## src/rtl/hazard_controller_pkg.sv

```systemverilog
// Shared pipeline definitions: hazard FSM states, forwarding select codes,
// forwarding-bus field layout and the source-match helper.
package hazard_controller_pkg;

    localparam int FWD_BUS_W = 38;
    localparam int VALID_BIT = 37;
    localparam int RD_MSB    = 36;
    localparam int RD_LSB    = 32;
    localparam int DATA_MSB  = 31;
    localparam int DATA_LSB  = 0;

    typedef enum logic [1:0] {
        ST_RUN        = 2'd0,
        ST_LOAD_STALL = 2'd1,
        ST_MEM_WAIT   = 2'd2,
        ST_FLUSH      = 2'd3
    } hz_state_e;

    typedef enum logic [1:0] {
        FWD_RF  = 2'd0,
        FWD_EXE = 2'd1,
        FWD_MEM = 2'd2,
        FWD_WB  = 2'd3
    } fwd_sel_e;

    // tag is {valid, rd}; x0 never forwards because it is hardwired to zero
    function automatic logic fwd_match(input logic [5:0] tag, input logic [4:0] rs,
                                       input logic uses);
        return uses && tag[5] && (tag[4:0] != 5'd0) && (tag[4:0] == rs);
    endfunction

endpackage

```

## src/rtl/hazard_controller_forward_select.sv

```systemverilog
// Operand forwarding source selection for one decode source register,
// priority EXE > MEM > WB, falling back to the register file.
module forward_select
    import hazard_controller_pkg::*;
(
    input  logic [FWD_BUS_W-1:0] i_exe_fwd,
    input  logic [FWD_BUS_W-1:0] i_mem_fwd,
    input  logic [FWD_BUS_W-1:0] i_wb_fwd,
    input  logic [4:0]           i_rs,
    input  logic                 i_uses,
    output logic [1:0]           o_sel,
    output logic                 o_exe_match
);

    logic w_exe_hit;
    logic w_mem_hit;
    logic w_wb_hit;
    logic w_unused_data;

    assign w_exe_hit = fwd_match(i_exe_fwd[VALID_BIT:RD_LSB], i_rs, i_uses);
    assign w_mem_hit = fwd_match(i_mem_fwd[VALID_BIT:RD_LSB], i_rs, i_uses);
    assign w_wb_hit  = fwd_match(i_wb_fwd[VALID_BIT:RD_LSB], i_rs, i_uses);

    // data fields are muxed in the datapath, only the tags matter here
    assign w_unused_data = ^{i_exe_fwd[DATA_MSB:DATA_LSB], i_mem_fwd[DATA_MSB:DATA_LSB],
                             i_wb_fwd[DATA_MSB:DATA_LSB]};

    assign o_exe_match = w_exe_hit;

    always_comb begin
        o_sel = FWD_RF;
        if (w_exe_hit)      o_sel = FWD_EXE;
        else if (w_mem_hit) o_sel = FWD_MEM;
        else if (w_wb_hit)  o_sel = FWD_WB;
    end

endmodule

```

## src/rtl/hazard_controller.sv

```systemverilog
// Pipeline hazard controller: load-use stall, memory wait, jump flush and
// stall performance counter, plus operand forwarding selection.
//
// state      | meaning
// LOAD_STALL | one dead cycle after a load-use bubble, no re-detection
// MEM_WAIT   | memory stage busy, fetch/decode held; may carry a pending flush
// FLUSH      | remaining flush cycles after a taken jump, counted by r_flush_cnt
// RUN        | normal flow, hazards detected here
module hazard_controller
    import hazard_controller_pkg::*;
#(
    parameter int FLUSH_CYCLES = 2,
    parameter int CNT_WIDTH    = 32
) (
    input  logic                 clk,
    input  logic                 rst,
    input  logic                 dec_valid_in,
    input  logic [4:0]           dec_rs1_in,
    input  logic [4:0]           dec_rs2_in,
    input  logic                 dec_uses_rs1_in,
    input  logic                 dec_uses_rs2_in,
    input  logic [FWD_BUS_W-1:0] exe_forwarding_in,
    input  logic [FWD_BUS_W-1:0] mem_forwarding_in,
    input  logic [FWD_BUS_W-1:0] wb_forwarding_in,
    input  logic                 exe_is_load_in,
    input  logic                 mem_busy_in,
    input  logic                 jump_valid_in,
    output logic                 stall_fetch_out,
    output logic                 stall_decode_out,
    output logic                 bubble_exe_out,
    output logic                 flush_fetch_out,
    output logic                 flush_decode_out,
    output logic [1:0]           fwd_sel_rs1_out,
    output logic [1:0]           fwd_sel_rs2_out,
    output logic [1:0]           state_out,
    output logic [CNT_WIDTH-1:0] stall_count_out
);

    localparam logic [2:0] FLUSH_LOAD = 3'(FLUSH_CYCLES - 1);
    // the jump cycle itself flushes, so a single-cycle window never enters FLUSH
    localparam hz_state_e JUMP_DEST = (FLUSH_CYCLES == 1) ? ST_RUN : ST_FLUSH;

    hz_state_e             r_state;
    hz_state_e             w_state_nxt;
    logic [2:0]            r_flush_cnt;
    logic [2:0]            w_flush_cnt_nxt;
    logic                  r_pending_flush;
    logic                  w_pending_nxt;
    logic [CNT_WIDTH-1:0]  r_stall_count;
    logic                  w_exe_match_rs1;
    logic                  w_exe_match_rs2;
    logic                  w_load_use;

    forward_select u_fwd_rs1 (
        .i_exe_fwd   (exe_forwarding_in),
        .i_mem_fwd   (mem_forwarding_in),
        .i_wb_fwd    (wb_forwarding_in),
        .i_rs        (dec_rs1_in),
        .i_uses      (dec_uses_rs1_in),
        .o_sel       (fwd_sel_rs1_out),
        .o_exe_match (w_exe_match_rs1)
    );

    forward_select u_fwd_rs2 (
        .i_exe_fwd   (exe_forwarding_in),
        .i_mem_fwd   (mem_forwarding_in),
        .i_wb_fwd    (wb_forwarding_in),
        .i_rs        (dec_rs2_in),
        .i_uses      (dec_uses_rs2_in),
        .o_sel       (fwd_sel_rs2_out),
        .o_exe_match (w_exe_match_rs2)
    );

    assign w_load_use = dec_valid_in & exe_is_load_in & (w_exe_match_rs1 | w_exe_match_rs2);

    always_ff @(posedge clk) begin
        if (rst) begin
            r_state         <= ST_RUN;
            r_flush_cnt     <= 3'd0;
            r_pending_flush <= 1'b0;
        end else begin
            r_state         <= w_state_nxt;
            r_flush_cnt     <= w_flush_cnt_nxt;
            r_pending_flush <= w_pending_nxt;
        end
    end

    always_comb begin
        w_state_nxt     = r_state;
        w_flush_cnt_nxt = r_flush_cnt;
        w_pending_nxt   = r_pending_flush;
        case (r_state)
            ST_RUN, ST_LOAD_STALL: begin
                if (jump_valid_in) begin
                    w_flush_cnt_nxt = FLUSH_LOAD;
                    w_state_nxt     = JUMP_DEST;
                end else if (mem_busy_in) begin
                    w_state_nxt = ST_MEM_WAIT;
                end else if ((r_state == ST_RUN) && w_load_use) begin
                    w_state_nxt = ST_LOAD_STALL;
                end else begin
                    w_state_nxt = ST_RUN;
                end
            end
            ST_MEM_WAIT: begin
                if (mem_busy_in) begin
                    if (jump_valid_in) w_pending_nxt = 1'b1;
                end else if (r_pending_flush || jump_valid_in) begin
                    w_pending_nxt   = 1'b0;
                    w_flush_cnt_nxt = FLUSH_LOAD;
                    w_state_nxt     = JUMP_DEST;
                end else begin
                    w_state_nxt = ST_RUN;
                end
            end
            ST_FLUSH: begin
                if (jump_valid_in) begin
                    w_flush_cnt_nxt = FLUSH_LOAD;
                    w_state_nxt     = JUMP_DEST;
                end else if (r_flush_cnt <= 3'd1) begin
                    w_flush_cnt_nxt = 3'd0;
                    w_state_nxt     = ST_RUN;
                end else begin
                    w_flush_cnt_nxt = r_flush_cnt - 3'd1;
                end
            end
            default: w_state_nxt = ST_RUN;
        endcase
    end

    always_comb begin
        stall_fetch_out  = 1'b0;
        stall_decode_out = 1'b0;
        bubble_exe_out   = 1'b0;
        flush_fetch_out  = 1'b0;
        flush_decode_out = 1'b0;
        if (!rst) begin
            case (r_state)
                ST_RUN, ST_LOAD_STALL: begin
                    if (jump_valid_in) begin
                        flush_fetch_out  = 1'b1;
                        flush_decode_out = 1'b1;
                    end else if (mem_busy_in) begin
                        stall_fetch_out  = 1'b1;
                        stall_decode_out = 1'b1;
                    end else if ((r_state == ST_RUN) && w_load_use) begin
                        stall_fetch_out  = 1'b1;
                        stall_decode_out = 1'b1;
                        bubble_exe_out   = 1'b1;
                    end
                end
                ST_MEM_WAIT: begin
                    if (mem_busy_in) begin
                        stall_fetch_out  = 1'b1;
                        stall_decode_out = 1'b1;
                    end else if (r_pending_flush || jump_valid_in) begin
                        flush_fetch_out  = 1'b1;
                        flush_decode_out = 1'b1;
                    end
                end
                ST_FLUSH: begin
                    flush_fetch_out  = 1'b1;
                    flush_decode_out = 1'b1;
                end
                default: ;
            endcase
        end
    end

    always_ff @(posedge clk) begin
        if (rst) begin
            r_stall_count <= '0;
        end else if (stall_decode_out && (r_stall_count != '1)) begin
            r_stall_count <= r_stall_count + 1'b1;
        end
    end

    assign state_out       = r_state;
    assign stall_count_out = r_stall_count;

endmodule

```

## config.mk

```make
export PLATFORM = sky130hd
export DESIGN_NAME = hazard_controller
export DESIGN_NICKNAME = d
export VERILOG_FILES = /design/src/rtl/hazard_controller_pkg.sv /design/src/rtl/hazard_controller_forward_select.sv /design/src/rtl/hazard_controller.sv
export SDC_FILE = /design/constraint.sdc
export NUM_CORES = 1
export LEC_CHECK = 0
export ABC_AREA = 1
export CORE_ASPECT_RATIO = 2
export CORE_MARGIN = 2
export CORE_UTILIZATION = 38
export DETAILED_ROUTE_END_ITERATION = 8
export PLACE_DENSITY = 0.78
export REMOVE_ABC_BUFFERS = 1
export SYNTH_ARGS = -nofsm -noshare
export SYNTH_HDL_FRONTEND = slang
export SYNTH_SLANG_ARGS = --single-unit
export TNS_END_PERCENT = 100
```

## constraint.sdc

```tcl
create_clock -name clk -period 2.1 [get_ports clk]
set_input_delay 0.42 -clock clk [delete_from_list [all_inputs] [get_ports clk]]
set_output_delay 0.42 -clock clk [all_outputs]
set_load 0.02 [all_outputs]
```

# Word-level counts from Yosys, hierarchy flattened

Index checks and enable logic that the tools add are counted.

Bits in registers: 38
Bits of input ports: 132
Logic and storage cells: 93

Add/sub/neg operators: 2
Order comparisons: 1
Eq/ne operators: 15
Mux-type cells: 38
Bitwise operators: 3
Reduce and logical (&&, ||, !) cells: 30

Operators with widths:

| operator              | count |
|---|---|
| $add 32x1->32 const B | 1 |
| $ne 32x32->1 const B  | 1 |
| $eq 5x5->1            | 6 |
| $mux 2                | 12 |
| $logic_and 1x1->1     | 20 |
| $mux 1                | 17 |
| $mux 3                | 5 |
| $reduce_bool 5->1     | 3 |
| $pmux 3 s3            | 1 |
| $ne 2x2->1 const B    | 3 |
| $pmux 2 s3            | 1 |
| $reduce_and 3->1      | 2 |
| $eq 2x2->1 const B    | 2 |
| $le 3x1->1 const B    | 1 |
| $ne 3x3->1 const B    | 1 |
| $pmux 1 s3            | 1 |
| $sub 3x1->3 const B   | 1 |
| $and 1x1->1           | 2 |
| $eq 2x1->1 const B    | 1 |
| $logic_not 2->1       | 1 |
| $ne 2x1->1 const B    | 1 |
| $pmux 1 s2            | 1 |
| $reduce_and 2->1      | 1 |
| $reduce_bool 2->1     | 1 |
| 3 further kinds       | 3 |

# Logic depth before layout (Yosys ltp)

Depth after elaboration: 12
Mapped depth: 14
Gate-level depth less buffers: 14

# By module

A second synthesis with hierarchy kept.

Cells, all modules: 592
Area total of the unflattened synthesis: 3315.7 µm²

By module, submodules not included:

| module            | instances | cells each | area each (µm²) | sequential area each (µm²) |
|---|---|---|---|---|
| hazard_controller | 1         | 416        | 2560.0          | 760.7 |
| forward_select    | 2         | 88         | 377.9           | 0.0 |

# Worst setup path after synthesis

Ideal clock, no wire load.

Path kind: reg2out
Start: register r_state[1] (netlist: state_out[1])
End: output port stall_fetch_out
Arrival time: 2.160 ns
Required time: 1.680 ns
Setup slack: -0.480 ns
Cell stages (with the launch flop): 10
Buffers on the path: 2
Cells stage by stage: dfxtp_1 -> inv_2 -> nor2_2 -> nand2_1 -> nand2_1 -> inv_2 -> nor3_4 -> buf_2 -> a21boi_0 -> buf_4

Cells in the longest elaborated chain, start to end: 7
Elaborated cells between the ends (all ways): 10

Ends and longest elaborated chain:

| element                  | line                     | text |
|---|---|---|
| start: declaration       | hazard_controller.sv:43  | `hz_state_e r_state;` |
| start signal: assignment | hazard_controller.sv:82  | `r_state <= w_state_nxt;` |
| $logic_not 2->1          | --                       |  |
| $logic_and 1x1->1        | hazard_controller.sv:146 | `end else if ((r_state == ST_RUN) && w_load_use) begin` |
| $mux 1 (3 in series)     | --                       |  |
| $pmux 1 s2 *             | --                       |  |
| $mux 1 *                 | --                       |  |
| end: declaration         | hazard_controller.sv:28  | `output logic stall_fetch_out,` |

Every way passes the cells marked *; elsewhere a longest branch is shown, timed or not.

# Worst setup path in the final report

Start: input port mem_forwarding_in[35]
End: output port fwd_sel_rs2_out[1]

Cells in the longest elaborated chain, start to end: 5
Elaborated cells between the ends (all ways): 6

Ends and longest elaborated chain:

| element             | line                                   | text |
|---|---|---|
| start: declaration  | hazard_controller.sv:23                | `input logic [FWD_BUS_W-1:0] mem_forwarding_in,` |
| $reduce_bool 5->1   | hazard_controller_pkg.sv:29            | `return uses && tag[5] && (tag[4:0] != 5'd0) && (tag[4:0] == rs);` |
| $logic_and 1x1->1   | hazard_controller_pkg.sv:29            |  |
| $logic_and 1x1->1 * | hazard_controller_pkg.sv:29            |  |
| $mux 2 *            | hazard_controller_forward_select.sv:33 | `else if (w_mem_hit) o_sel = FWD_MEM;` |
| $mux 2 *            | hazard_controller_forward_select.sv:32 | `if (w_exe_hit) o_sel = FWD_EXE;` |
| end: declaration    | hazard_controller.sv:34                | `output logic [1:0] fwd_sel_rs2_out,` |

Marked as above.

==> impl_results.md <==
* Run status: complete, no violations
* Hold Path Class: flip-flop to flip-flop
* P_leak at 1.94 nW
* Max Buffers Root-to-Sink at 2
* Final Max Tran Viols at 0
* Post-synth EDFFs at 0
* Syn. warnings at 0
* Synth cell types at 38
* Initial core utilization at 0.393
* Cts hold-fix bufs at 0
* Most common cell after layout, fill and taps aside: nand2_1
* Dpl hpwl at a little over 9000 µm
* Total grt overflow at 0
* CORE AREA at 8290 µm²
* Power per standard cell area at around 420 nW/µm²
* Setup WS post-layout at 59.9 ps
* Setup TNS at 0 ps
* Ant diodes at 0
* Hold path startpoint: r_pending_flush
* Critical Path AT at 1620 ps
* Worst Hold Depth at 2
* Max Clock Skew at 5.18 ps
* Synth Instances at 530
* Final Hold Viols at 0
* P&R area growth vs syn at 45.9%
* RD Place Congestion at 1.01
* Crit-path most repeated cell: inv_1
* Critical path cell sequence: dlygate4sd2_1 -> nor3_2 -> nor3b_2 -> inv_1 -> nand4_1 -> buf_4 -> inv_1 -> o21a_1 -> buf_6
* Dominant synthesized flop cell: dfxtp_1
* Post-synthesis sequential area ratio at 0.233
* Commonest non-fill, non-tap cells in the layout: 172 x nand2_1, 64 x nor2_1, 51 x buf_4
* IO buf count at 78
* Post-route ant nets at 0
* CTS tree: done
* Width of the die at 69.5 µm
* Final min period at between 2000 and 2500 ps
* Largest stage delay on the critical path at 280 ps
* Setup violators final at 0
* Vias per inst at roughly 5.3
* Worst VDD drop at approximately 0.00050 V
* Mapped Avg Cell Area at 6.15 µm²
* Period utilization at 0.971
* Die area at between 9000 and 10000 µm²
* Max-Cap Viols at 0
* Initial drt markers at ~140
* CTS root buffer: clkbuf_16
* Avg WL per Cell at 15.8 µm
* Clock latency on the worst-skew pair at 290 ps
* Initial antenna violation count at 0
* Final WL at ~12000 µm
* RR Endpoint: stall_count_out[1]
* Share of the synthesized area in the top cell type at 0.233
* Crit Reg-Reg Startpoint: stall_count_out[1]
* Synthesized cell area at 3260 µm²
* CP max stage cell: dlygate4sd2_1
* Vias in the first global route at 3895
* Share of cells above drive strength 1 at 0.287
* Worst Max-Slew Pin Slew at 462 ps
* CP required at 1680 ps
* GRT Util Overall at 0.254
* CP max FO at 3
* FFs w/ async S/R, synth at 0
* Sinks on Clock Net at 38
* # rows at 47
* CTS H-tree lvls at 2
* Nets@finish at between 700 and 800
* Kind of critical path: input port to primary output
* Leading area contributor after synthesis: dfxtp_1
* Number of synthesized register bits at 38
* R2R cell count at 13
* Vias post-DR at roughly 4k
* Number of remaining DRC errors at 0
* Pin count of the biggest net entering global routing at 33
* Largest cells by area after synthesis: dfxtp_1 23%, nand2_1 20%, nor2_1 7.6%
* FMAX at ~490 MHz
* Clock transition at path regs at 60 ps
* Crit path launch type: input port
* Slew margin rel. at 0.692
* Io pins at 175
* First-pass GRT wire length at 18900 µm
* Hold Path End: r_pending_flush
* CP Capture Type: primary output
* FF-to-FF setup slack at 130 ps
* Cts bufs inserted at 5
* Drt pass-1 iters at 4
* Pre-CTS WS at -983 ps
* Die H at between 100 and 150 µm
[registers in the layout (all words and copies together) (netlist names)]
register	cells
state_out	2
stall_count_out	32
r_pending_flush	1
r_flush_cnt	3
[metrics by stage]
stage | power [W] | util | cells | hold WS, ps | cell area, µm²
floorplan | 0.000908 | - | 512 | 459 | 3140
global placement | 0.00116 | 0.539 | 738 | 480 | 4470
detailed placement | 0.00116 | 0.539 | 738 | 498 | 4470
CTS | 0.00199 | 0.567 | 751 | 507 | 4700
global route | 0.00209 | 0.574 | 754 | 522 | 4760
finish | 0.00200 | 0.574 | 754 | 505 | 4760
[logic make-up (layout without fill, tap and decap cells)]
logic type / count (synthesis) / count (layout) / share of synthesized area
and+or+nand+nor: 340 / 340 / 0.478
buffers and inverters: 67 / 193 / 0.0932
AOI/OAI and AO/OA: 62 / 62 / 0.131
DFF: 38 / 38 / 0.233
xor gates and xnor gates: 20 / 20 / 0.0537
adders and majority gates: 3 / 3 / 0.0115
[final cells by class]
type / count / area (µm²)
Fill cell: 800 / 3530
Multi-Input combinational cell: 425 / 2330
Timing Repair Buffer: 136 / 1190
Sequential cell: 38 / 761
Inverter: 49 / 186
Clock buffer: 8 / 166
Tap cell: 98 / 123
[cell usage after synthesis (4+ instances only)]
master    count
nand3_1      12
nor3_1        8
xnor2_1       9
nand2_1     178
a21oi_2      18
nand3b_1     10
a21oi_1      20
inv_1        42
buf_6         5
nand4_1      32
o21ai_0       5
xor2_1       11
dfxtp_1      38
nand2_2      20
buf_2         6
o22ai_1       4
nor2_1       66
nor2_2        4
inv_2         7
[power breakdown]
group	switching, W	internal, W	total (W)
clock	0.000300	0.000538	0.000838
sequential	0.00000801	0.000730	0.000738
combinational	0.000235	0.000191	0.000426
[routing by layer]
metal / vias to the layer above / GRT usage / part of all wire
li1: 1971 / - / -
met3: 51 / 0.0336 / 0.049
met5: - / 0 / 0
met1: 1812 / 0.235 / 0.32
met4: 0 / 0.169 / 0.070
met2: 174 / 0.499 / 0.56
[worst max path at each step]
stage / start / endpoint / slack, ps
after global routing: mem_forwarding_in[35] / fwd_sel_rs2_out[1] / -20
after detailed placement: dec_rs2_in[0] / stall_decode_out / -980
after CTS: wb_forwarding_in[35] / fwd_sel_rs1_out[1] / 4
after global placement: dec_rs2_in[0] / fwd_sel_rs2_out[1] / -960
final: mem_forwarding_in[35] / fwd_sel_rs2_out[1] / 60
after floorplan: state_out[1] / stall_decode_out / -870
[worst max-delay path, delay by kind of cell]
kind | cells | cell delay (ps)
AOI/OAI and AO/OA | 1 | 190
buffers and inverters | 5 | 670
and+or+nand+nor | 3 | 350
[timing repair]
action                                  4_1_cts  5_1_grt
pin swaps                                    18       21
endpoints found under the setup margin       41        9
resized for setup                           127       65
setup buffers                                 5        3
No activity file was read; power rests on OpenSTA's default activity.
==> edit, RTL diff (same settings) <==
Change the parameter `CNT_WIDTH` from 32 to 64.
--- a/src/rtl/hazard_controller.sv
+++ b/src/rtl/hazard_controller.sv
@@ -11,5 +11,5 @@
 #(
     parameter int FLUSH_CYCLES = 2,
-    parameter int CNT_WIDTH    = 32
+    parameter int CNT_WIDTH    = 64
 ) (
     input  logic                 clk,
Ports: changed (resized stall_count_out); port bits go from 175 to 207. No check against the original RTL was run, so the function may have changed too.
==> edit against the unedited design <==
Routed wire length up 92%; design area up 67%; synthesized area up 70%; count of clock-buffer cells in the layout up 2; global-route usage up 4.1 points; total power up 71%; setup slack worse by 0.029 ns; fmax down 1.4%; sequential cell count up 32; critical endpoint is now stall_decode_out; largest cell class unchanged.
==> edit: results (changes against the unedited design) <==
stage,metric,value,unit,change
global_route,gr usage total,29.46,%,+4.1 points
placement,Post-Place Cells,1329,,+80%
placement,Port-buffer cells,110,,+41%
synthesis,post-synthesis xor/xnor area fraction,4.274,%,-1.1 points
final_layout,fraction of area in multi-input gates,48.25,%,-0.70 points
clock_tree,clock net sink count,70,,+84%
pwr,Internal,2.496,mW,+71%
placement,DP Wirelength,17560,um,+89%
routing,routed length on met3,1275,um,+120%
routing,Routed WL,22860,um,+92%
final_layout,inverter count,80,,+63%
synthesis,top area cells in the synthesized netlist,"dfxtp_1 25%, nand2_1 24%, nor2_1 10%",,
routing,initial DRC count,541,,+300%
final_layout,layout cell share with drive strength beyond 1,18.67,%,-10 points
outcome,outcome,completed,,
routing,M1 WL,7845,um,+100%
critical_path,reg2reg end,stall_count_out[53],,
pwr,Worst VDD drop,0.0003935,V,-22%
critical_path,r2r setup slk,0.15,ns,+0.02 ns
final_layout,Signal buf overhead,23.32,%,-1.8 points
final_layout,Clock Buffer Count,10,,+2
global_route,global-route met3 utilization,4.865,%,+1.5 points
final_layout,max FFs per register,64,,+100%
placement,routability cong.,1.077,,+6.3%
sta,Setup Skew,0.01244,ns,+0.007262 ns
synthesis,area share of fa/ha/maj cells after synthesis,0.6784,%,-0.47 points
critical_path,Critical Path Sink,stall_decode_out,,
synthesis,Synth cell types,37,,-2.6%
routing,via count,7331,,+83%
routing,TritonRoute pass-1 iters,6,,+2
synthesis,Synth Area in Compound Gates,10.65,%,-2.4 points
critical_path,R2R Path Start,stall_count_out[9],,
critical_path,Crit. Startpoint,state_out[1],,
critical_path,"Max FO, Critical Path",2,,-1
hold_path,WHS Endpoint,r_flush_cnt[1],,
global_route,met1 GRT Util,29.30,%,+5.8 points
sta,Slew @ Worst Pin,0.4024,ns,-0.05953 ns
critical_path,r2r worst-path depth,9,,-4
final_layout,register share of the cell area,17.71,%,+1.7 points
sta,Max Clock Freq,0.4832,GHz,-1.4%
clock_tree,Resized Gates After CTS,118,,-7.1%
synthesis,"Seq/Total Area, Yosys",25.33,%,+2.0 points
placement,"worst slack, placed",-0.8439,ns,+0.1386 ns
global_route,largest net degree at the start of global routing,64,,+94%
clock_tree,insertion delay to the later sink of the worst-skew pair,0.35,ns,+0.06 ns
sta,Hold WS,0.4932,ns,-0.01189 ns
synthesis,Synth top cells by count,"352 x nand2_1, 148 x nor2_1, 80 x nand4_1, 78 x inv_1, 70 x dfxtp_1",,
final_layout,multi-input gate count,779,,+83%
[edit: cell count changes in the layout (fill, tap and decap cells not counted), moves of 19 or more]
| cell | before | now |
|---|---|---|
| a21oi_1 | 18 | 68 |
| a21oi_2 | 20 | 1 |
| buf_4 | 51 | 102 |
| clkdlybuf4s50_1 | 36 | 68 |
| dfxtp_1 | 38 | 67 |
| inv_1 | 34 | 65 |
| nand2_1 | 172 | 344 |
| nand4_1 | 32 | 80 |
| nor2_1 | 64 | 138 |
[edit: power groups by stage]
stage               clock network, mW  registers, mW  logic (mW)
detailed placement                  0           1.37       0.438
global placement                    0           1.37       0.432
CTS                              1.61           1.34       0.434
floorplan                           0           1.38       0.164
finish                           1.60           1.35       0.473
global route                     1.66           1.35       0.504
[edit: critical path, stage by stage, from the launching register on]
cell and delay (ns):
dfxtp_4 0.35, inv_4 0.04, nor2_4 0.11, nand2_2 0.07, nand2_2 0.07, inv_2 0.05, nor3_4 0.22, a21boi_2 0.22
buf_4 0.16
